==> src/rtl/framebuffer_scanout.sv <==
// Scans a half-resolution framebuffer out as VGA. Each framebuffer pixel is shown as a 2x2 block.
// Reads, RGB, syncs and blanking share one two-stage pipeline, so all of them change on the same edge.
module framebuffer_scanout #(
    parameter int H_ACTIVE    = 640,
    parameter int H_FP        = 16,
    parameter int H_SYNC      = 96,
    parameter int H_BP        = 48,
    parameter int V_ACTIVE    = 480,
    parameter int V_FP        = 10,
    parameter int V_SYNC      = 2,
    parameter int V_BP        = 33,
    parameter int FB_WIDTH    = 320,
    parameter int CLK_DIV     = 4,
    parameter int ADDR_WIDTH  = 17,
    parameter int PIXEL_WIDTH = 12
) (
    input  logic                   i_clk,
    input  logic                   i_rst,
    output logic [ADDR_WIDTH-1:0]  o_fb_addr,
    output logic                   o_fb_re,
    input  logic [PIXEL_WIDTH-1:0] i_fb_pixel,
    output logic                   o_hsync,
    output logic                   o_vsync,
    output logic [3:0]             o_red,
    output logic [3:0]             o_green,
    output logic [3:0]             o_blue,
    output logic                   o_vblank,
    output logic                   o_frame_start
);
    localparam int H_TOTAL = H_ACTIVE + H_FP + H_SYNC + H_BP;
    localparam int V_TOTAL = V_ACTIVE + V_FP + V_SYNC + V_BP;
    localparam int HW      = $clog2(H_TOTAL);
    localparam int VW      = $clog2(V_TOTAL);
    localparam int DW      = (CLK_DIV > 1) ? $clog2(CLK_DIV) : 1;

    localparam logic [DW-1:0]         DIV_LAST  = DW'(CLK_DIV - 1);
    localparam logic [DW-1:0]         DIV_PRE   = DW'(CLK_DIV - 2);
    localparam logic [HW-1:0]         H_LAST    = HW'(H_TOTAL - 1);
    localparam logic [HW-1:0]         H_ACT     = HW'(H_ACTIVE);
    localparam logic [HW-1:0]         HS_START  = HW'(H_ACTIVE + H_FP);
    localparam logic [HW-1:0]         HS_END    = HW'(H_ACTIVE + H_FP + H_SYNC);
    localparam logic [VW-1:0]         V_LAST    = VW'(V_TOTAL - 1);
    localparam logic [VW-1:0]         V_ACT     = VW'(V_ACTIVE);
    localparam logic [VW-1:0]         VS_START  = VW'(V_ACTIVE + V_FP);
    localparam logic [VW-1:0]         VS_END    = VW'(V_ACTIVE + V_FP + V_SYNC);
    localparam logic [ADDR_WIDTH-1:0] FB_STRIDE = ADDR_WIDTH'(FB_WIDTH);

    logic [DW-1:0]         r_div;
    logic [HW-1:0]         r_h;
    logic [VW-1:0]         r_v;
    logic [ADDR_WIDTH-1:0] r_row_base;

    logic r_tick_d;
    logic r_act_d;
    logic r_hs_d;
    logic r_vs_d;
    logic r_vb_d;
    logic r_fs_d;

    logic                  w_tick;
    logic                  w_pre_tick;
    logic                  w_h_last;
    logic                  w_v_last;
    logic                  w_v_act;
    logic                  w_active;
    logic                  w_hs_n;
    logic                  w_vs_n;
    logic                  w_vblank;
    logic                  w_first;
    logic [ADDR_WIDTH-1:0] w_addr;

    assign w_tick     = (r_div == DIV_LAST);
    assign w_pre_tick = (r_div == DIV_PRE);
    assign w_h_last   = (r_h == H_LAST);
    assign w_v_last   = (r_v == V_LAST);
    assign w_v_act    = (r_v < V_ACT);
    assign w_active   = (r_h < H_ACT) && w_v_act;
    assign w_hs_n     = !((r_h >= HS_START) && (r_h < HS_END));
    assign w_vs_n     = !((r_v >= VS_START) && (r_v < VS_END));
    assign w_vblank   = !w_v_act;
    assign w_first    = (r_h == '0) && (r_v == '0);
    // Horizontal doubling drops the LSB of h; vertical doubling advances the row only after odd lines.
    assign w_addr     = r_row_base + ADDR_WIDTH'(r_h[HW-1:1]);

    always_ff @(posedge i_clk) begin
        if (i_rst) begin
            r_div      <= '0;
            r_h        <= '0;
            r_v        <= '0;
            r_row_base <= '0;
        end else if (w_tick) begin
            r_div <= '0;
            if (w_h_last) begin
                r_h <= '0;
                if (w_v_last) begin
                    r_v        <= '0;
                    r_row_base <= '0;
                end else begin
                    r_v <= r_v + VW'(1);
                    if (r_v[0] && w_v_act) begin
                        r_row_base <= r_row_base + FB_STRIDE;
                    end
                end
            end else begin
                r_h <= r_h + HW'(1);
            end
        end else begin
            r_div <= r_div + DW'(1);
        end
    end

    // The read is registered one cycle early, so the strobe lines up with the tick cycle itself.
    always_ff @(posedge i_clk) begin
        if (i_rst) begin
            o_fb_re   <= 1'b0;
            o_fb_addr <= '0;
        end else begin
            o_fb_re <= w_pre_tick && w_active;
            if (w_pre_tick && w_active) begin
                o_fb_addr <= w_addr;
            end
        end
    end

    always_ff @(posedge i_clk) begin
        if (i_rst) begin
            r_tick_d <= 1'b0;
            r_act_d  <= 1'b0;
            r_hs_d   <= 1'b1;
            r_vs_d   <= 1'b1;
            r_vb_d   <= 1'b0;
            r_fs_d   <= 1'b0;
        end else begin
            r_tick_d <= w_tick;
            r_fs_d   <= w_tick && w_first;
            if (w_tick) begin
                r_act_d <= w_active;
                r_hs_d  <= w_hs_n;
                r_vs_d  <= w_vs_n;
                r_vb_d  <= w_vblank;
            end
        end
    end

    // Read data is only looked at in the cycle after a tick, so stray bus values never reach RGB.
    always_ff @(posedge i_clk) begin
        if (i_rst) begin
            o_hsync       <= 1'b1;
            o_vsync       <= 1'b1;
            o_vblank      <= 1'b0;
            o_frame_start <= 1'b0;
            o_red         <= '0;
            o_green       <= '0;
            o_blue        <= '0;
        end else begin
            o_frame_start <= r_fs_d;
            if (r_tick_d) begin
                o_hsync  <= r_hs_d;
                o_vsync  <= r_vs_d;
                o_vblank <= r_vb_d;
                if (r_act_d) begin
                    o_red   <= i_fb_pixel[11:8];
                    o_green <= i_fb_pixel[7:4];
                    o_blue  <= i_fb_pixel[3:0];
                end else begin
                    o_red   <= '0;
                    o_green <= '0;
                    o_blue  <= '0;
                end
            end
        end
    end
endmodule

==> config.mk <==
export PLATFORM = sky130hd
export DESIGN_NAME = framebuffer_scanout
export DESIGN_NICKNAME = d
export VERILOG_FILES = /design/src/rtl/framebuffer_scanout.sv
export SDC_FILE = /design/constraint.sdc
export NUM_CORES = 1
export LEC_CHECK = 0
export BUFFER_PORTS_ARGS = -buffer_cell sky130_fd_sc_hd__buf_2
export CORE_MARGIN = 5
export CORE_UTILIZATION = 56
export CTS_CLUSTER_SIZE = 8
export DETAILED_ROUTE_END_ITERATION = 12
export PLACE_DENSITY_LB_ADDON = 0.25
export SLEW_MARGIN = 10
export SYNTH_ARGS = -nofsm -noshare
export SYNTH_HDL_FRONTEND = slang
export SYNTH_SLANG_ARGS = --single-unit
==> constraint.sdc <==
create_clock -name i_clk -period 2.2 [get_ports i_clk]
set_input_delay 0.22 -clock i_clk [delete_from_list [all_inputs] [get_ports i_clk]]
set_output_delay 0.22 -clock i_clk [all_outputs]
set_load 0.02 [all_outputs]
# ---- After elaboration in Yosys (flattened, before gate mapping)
# Index checks and enable logic that the tools add are counted.
dict set report word_totals {
  ff_bits 79
  input_bits 14
  out_inout_bits 34
  elab_cells 57
}
dict set report classes {
  n_addsub 5
  magnitude_cmp 6
  n_eq_ne 4
  mux 7
  reduce_logical 16
}
# cell count
set ops {}
lappend ops {{2-to-1 mux 17 bit} 2}
lappend ops {{adder 10 x 1 -> 10 bit, second input constant} 2}
lappend ops {{equality test 10 bit, second input constant} 2}
lappend ops {{zero test 10 bit} 2}
lappend ops {{< comparator 10 bit, second input constant} 2}
lappend ops {{< comparator 10 x 9 -> 1 bit, second input constant} 2}
lappend ops {{2-to-1 mux 10 bit} 2}
lappend ops {{adder 17 x 9 -> 17 bit} 1}
lappend ops {{adder 17 x 9 -> 17 bit, second input constant} 1}
lappend ops {{2-to-1 mux 4 bit} 3}
lappend ops {{>= comparator 10 bit, second input constant} 1}
lappend ops {{>= comparator 10 x 9 -> 1 bit, second input constant} 1}
lappend ops {{logical AND 1 bit} 7}
lappend ops {{equality test 2 bit, second input constant} 2}
lappend ops {{zero test 1 bit} 3}
lappend ops {{AND reduction 3 bit} 1}
lappend ops {{adder 2 x 1 -> 2 bit, second input constant} 1}
lappend ops {{AND reduction 2 bit} 1}
lappend ops {{nonzero test 2 bit} 1}
lappend ops {{OR reduction 2 bit} 1}

# ---- Logic depth before layout (Yosys ltp)
dict set report logic_depth {
  word_depth 4
  mapped_depth 8
  depth_no_buf 7
}

# ---- Least setup slack after synthesis
# Ideal clock, no wire load.
dict set report synth_path {
  kind {register to register}
  start {register r_v[0]}
  end {register r_row_base[12]}
  setup_time_ps 117
  arrival_time_ps 1892
  required_time_ps 2083
  setup_slack_ps 191
  stages_incl_launch_ff 9
  n_path_buf 2
  cell_sequence {dfxtp_1 inv_1 ha_1 or4b_4 nor3_4 a21o_1 buf_2 buf_2 nor2_1}
}
dict set report synth_via {
  elab_chain_cells 4
  word_cells_on_any_way 6
  cone_classes {order compare (1); eq/ne (1); mux (1); reduce/logical (3)}
}
# element line_no
set synth_lines {}
lappend synth_lines {{start: declaration} 50} ;# logic [VW-1:0] r_v;
lappend synth_lines {{start signal: assignment} 99} ;# r_v <= r_v + VW'(1);
lappend synth_lines {{< comparator 10 x 9 -> 1 bit} 76} ;# assign w_v_act = (r_v < V_ACT);
lappend synth_lines {{logical AND 1 bit} 100} ;# if (r_v[0] && w_v_act) begin
lappend synth_lines {{nonzero test 2 bit (no line)} n/a}
lappend synth_lines {{AND reduction 3 bit (no line)} n/a}
lappend synth_lines {{end signal: assignment} 101} ;# r_row_base <= r_row_base + FB_STRIDE;
lappend synth_lines {{end: declaration} 51} ;# logic [ADDR_WIDTH-1:0] r_row_base;
# Several ways; a longest one is shown, not always the timed one.
# A chain may end at the register's enable or synchronous reset.

# ---- Worst setup path after layout
dict set report layout_path {
  start {register r_v[0]}
  end {register r_row_base[11]}
}
# Same word-level chain as after synthesis.

==> flow_summary.ini <==
[critical_path]
cp_cell_sequence = inv_1, ha_1, or4b_4, nor3_4, buf_4, buf_4, o211ai_1, xor2_1, nor2_1
startpoint_type = flip-flop
worstPathRequired_ns = 2.44
cpPeakStageDelay_ns = 0.48
crit_top_cell = buf_4
critical_path.endpoint_type = flip-flop
path_max_fanout = 6
worstPathArrival_ns = 2.33
worstSetupPathType = reg2reg
slowest_stage = or4b_4
path_buf_inv = 3
cpLargestDelayFamily = simple AND/OR/NAND/NOR gates

[drt]
routed_via_density = 5.40
wl_met3_um = 338
wl_um = 6910
post-route-drc-count = 0
ant_nets = 0
highest_layer = met4
drt_iter0_markers = 132
first_pass_iters = 4
vias = 2704
wl_per_cell_um = 13.8
wl_met2_um = 3240
wl_met1_um = 3230

[timing]
skew_ns = 0.00898
rsz0062_at_grt = false
worst_slack_ns = 0.109
setup_viol = 0
finalCritPeriodShare_pct = 95.0
max-slew-margin-rel_pct = 63.0
worstMarginPinSlew_ns = 0.552
period_needed_ns = 2.09
setup_tns_ns = 0
slew_violations = 0
hold_viol_final = 0
fmax_ghz = 0.478

[grt]
grt_usage_pct = 20.2
grt_pass1_vias = 2688
antenna_found_initial = 0
grt_max_degree = 33
grt_pass1_wl_um = 12000
gr-total-overflow = 0

[finish]
final_cells = 501
area_growth_pct = 16.7
finalNetCount = 449
final_layout_size_suffix_gt1_share_pct = 19.8
diodes = 0
final_util_pct = 67.8
final_cell_mix = dfxtp_1 (72), nor2_1 (49), buf_2 (47)
fillers = 452
layout_commonest_cell = dfxtp_1

[pwr]
powerDensity_nw_per_um2 = 653
vdd_drop_max_uv = 465
power.leakage_nw = 1.58

[floorplanning]
start_util_pct = 58.1
core_um2 = 5540
fp.dieH_um = 85.8
ios = 48
die_area_um2 = 7360
rows = 27
dieWidth_um = 85.8

[synthesis]
synth_cell_type_count = 40
syn_inst = 371
syn_nets = 395
synth-async-reset-ratio_pct = 0
yosysTopAreaCell = dfxtp_1
synth_edf_count = 0
yosysSeqAreaShare_pct = 45.4
synth_area_leaders = dfxtp_1 (45%), xor2_1 (6.5%), nor2_1 (5.7%)
ys_warn_count = 0
netlist_area_um2 = 3220
ys.flop_type = dfxtp_1
avgSynthCellArea_um2 = 8.67
synth_top_area_share_pct = 45.4
synth_seq_cells = 73

[cts]
cts_buffers = 9
cts_hold_buf = 0
cts-root-buf = clkbuf_8
insertion_delay_ns = 0.35
clk_path_buf_depth = 2
htreeDepth = 3
cts_tree = done
clk_pin_slew_worst_paths_ns = 0.07
cts_sinks = 73

[placement]
portBuffers = 47
gp_congestion = 0.867
preCtsSetupSlack_ns = 0.103
dp_hpwl_um = 4810
dp_cells = 483

[status]
status = finished clean

[run]
maxCapViolations = 0

[worst_hold_path]
worst_hold_path_type = in2reg
==> power by group <==
group / internal [mW] / switching, mW / leakage [nW]
clock network: 0.431 / 0.477 / 0.0822
registers: 1.35 / 0.0150 / 0.590
logic: 0.0643 / 0.113 / 0.907
total: 1.85 / 0.605 / 1.58
==> worst min-delay path: stages <==
cell	delay [ns]
buf_2	0.07
a21oi_1	0.05
nor2_1	0.07
==> final timing paths <==
check                     start  slack (ns)  cells after the start             end
hold / removal    i_fb_pixel[8]         0.1                      3        o_red[0]
hold reg to reg          r_fs_d        0.45                      1   o_frame_start
setup / recovery         r_v[0]        0.11                      9  r_row_base[11]
setup reg to reg         r_v[0]        0.11                      9  r_row_base[11]
==> Yosys cell counts (6+ instances only) <==
cell      number
a211oi_1      10
a21oi_1       28
and3_1         8
buf_2          6
clkbuf_1      14
dfxtp_1       73
ha_1          10
inv_1          7
nand2_1       37
nand3_1        7
nand4_1        9
nor2_1        49
nor2b_1       16
nor3_1        13
o21ai_0        7
or3_1          7
xor2_1        24
==> routing by layer <==
metal | GRT usage, % | up-vias
met2 | 33.7 | 57
met4 | 8.63 | 0
met3 | 4.13 | 9
met1 | 25.2 | 1259
met5 | 0 | -
li1 | - | 1379
==> registers in the layout, summed over array words and instances, names as in the netlist, 2 cells and up <==
signal	count
r_div	2
o_red	4
r_v	10
r_h	10
o_green	4
o_blue	4
o_fb_addr	17
r_row_base	11
==> cell type report <==
cell class | count | area [um2] | area share [%]
repair buffers | 64 | 363 | 9.67
well taps | 72 | 90.1 | 2.40
clock inverters | 3 | 17.5 | 0.467
inverters | 7 | 26.3 | 0.700
multi-input cells | 270 | 1650 | 43.9
clock buffers | 12 | 145 | 3.87
flip-flops and latches | 73 | 1460 | 39.0
==> repair_timing <==
item,4_1_cts,5_1_grt
endpoints found under the hold margin,0,0
gates resized for setup,0,2
buffers inserted,0,3
endpoints found under the setup margin,0,4
==> cells by family after synthesis <==
group	synth area share [%]
adders and majority gates	3.89
muxes	0.934
AOI/OAI and AO/OA	12.6
buffers and inverters	3.50
DFF	45.4
and+or+nand+nor	25.7
xor gates and xnor gates	7.90
==> stage by stage <==
step	power, mW	hold slack, ns	area, um2
4_1_cts	2.47	0.0962	3720
2_1_floorplan	1.51	0.306	3220
3_3_place_gp	1.57	0.437	3560
3_5_place_dp	1.58	0.437	3560
6_report	2.45	0.0966	3750
5_1_grt	2.56	0.113	3750
Power figures use the tool's default switching activity.
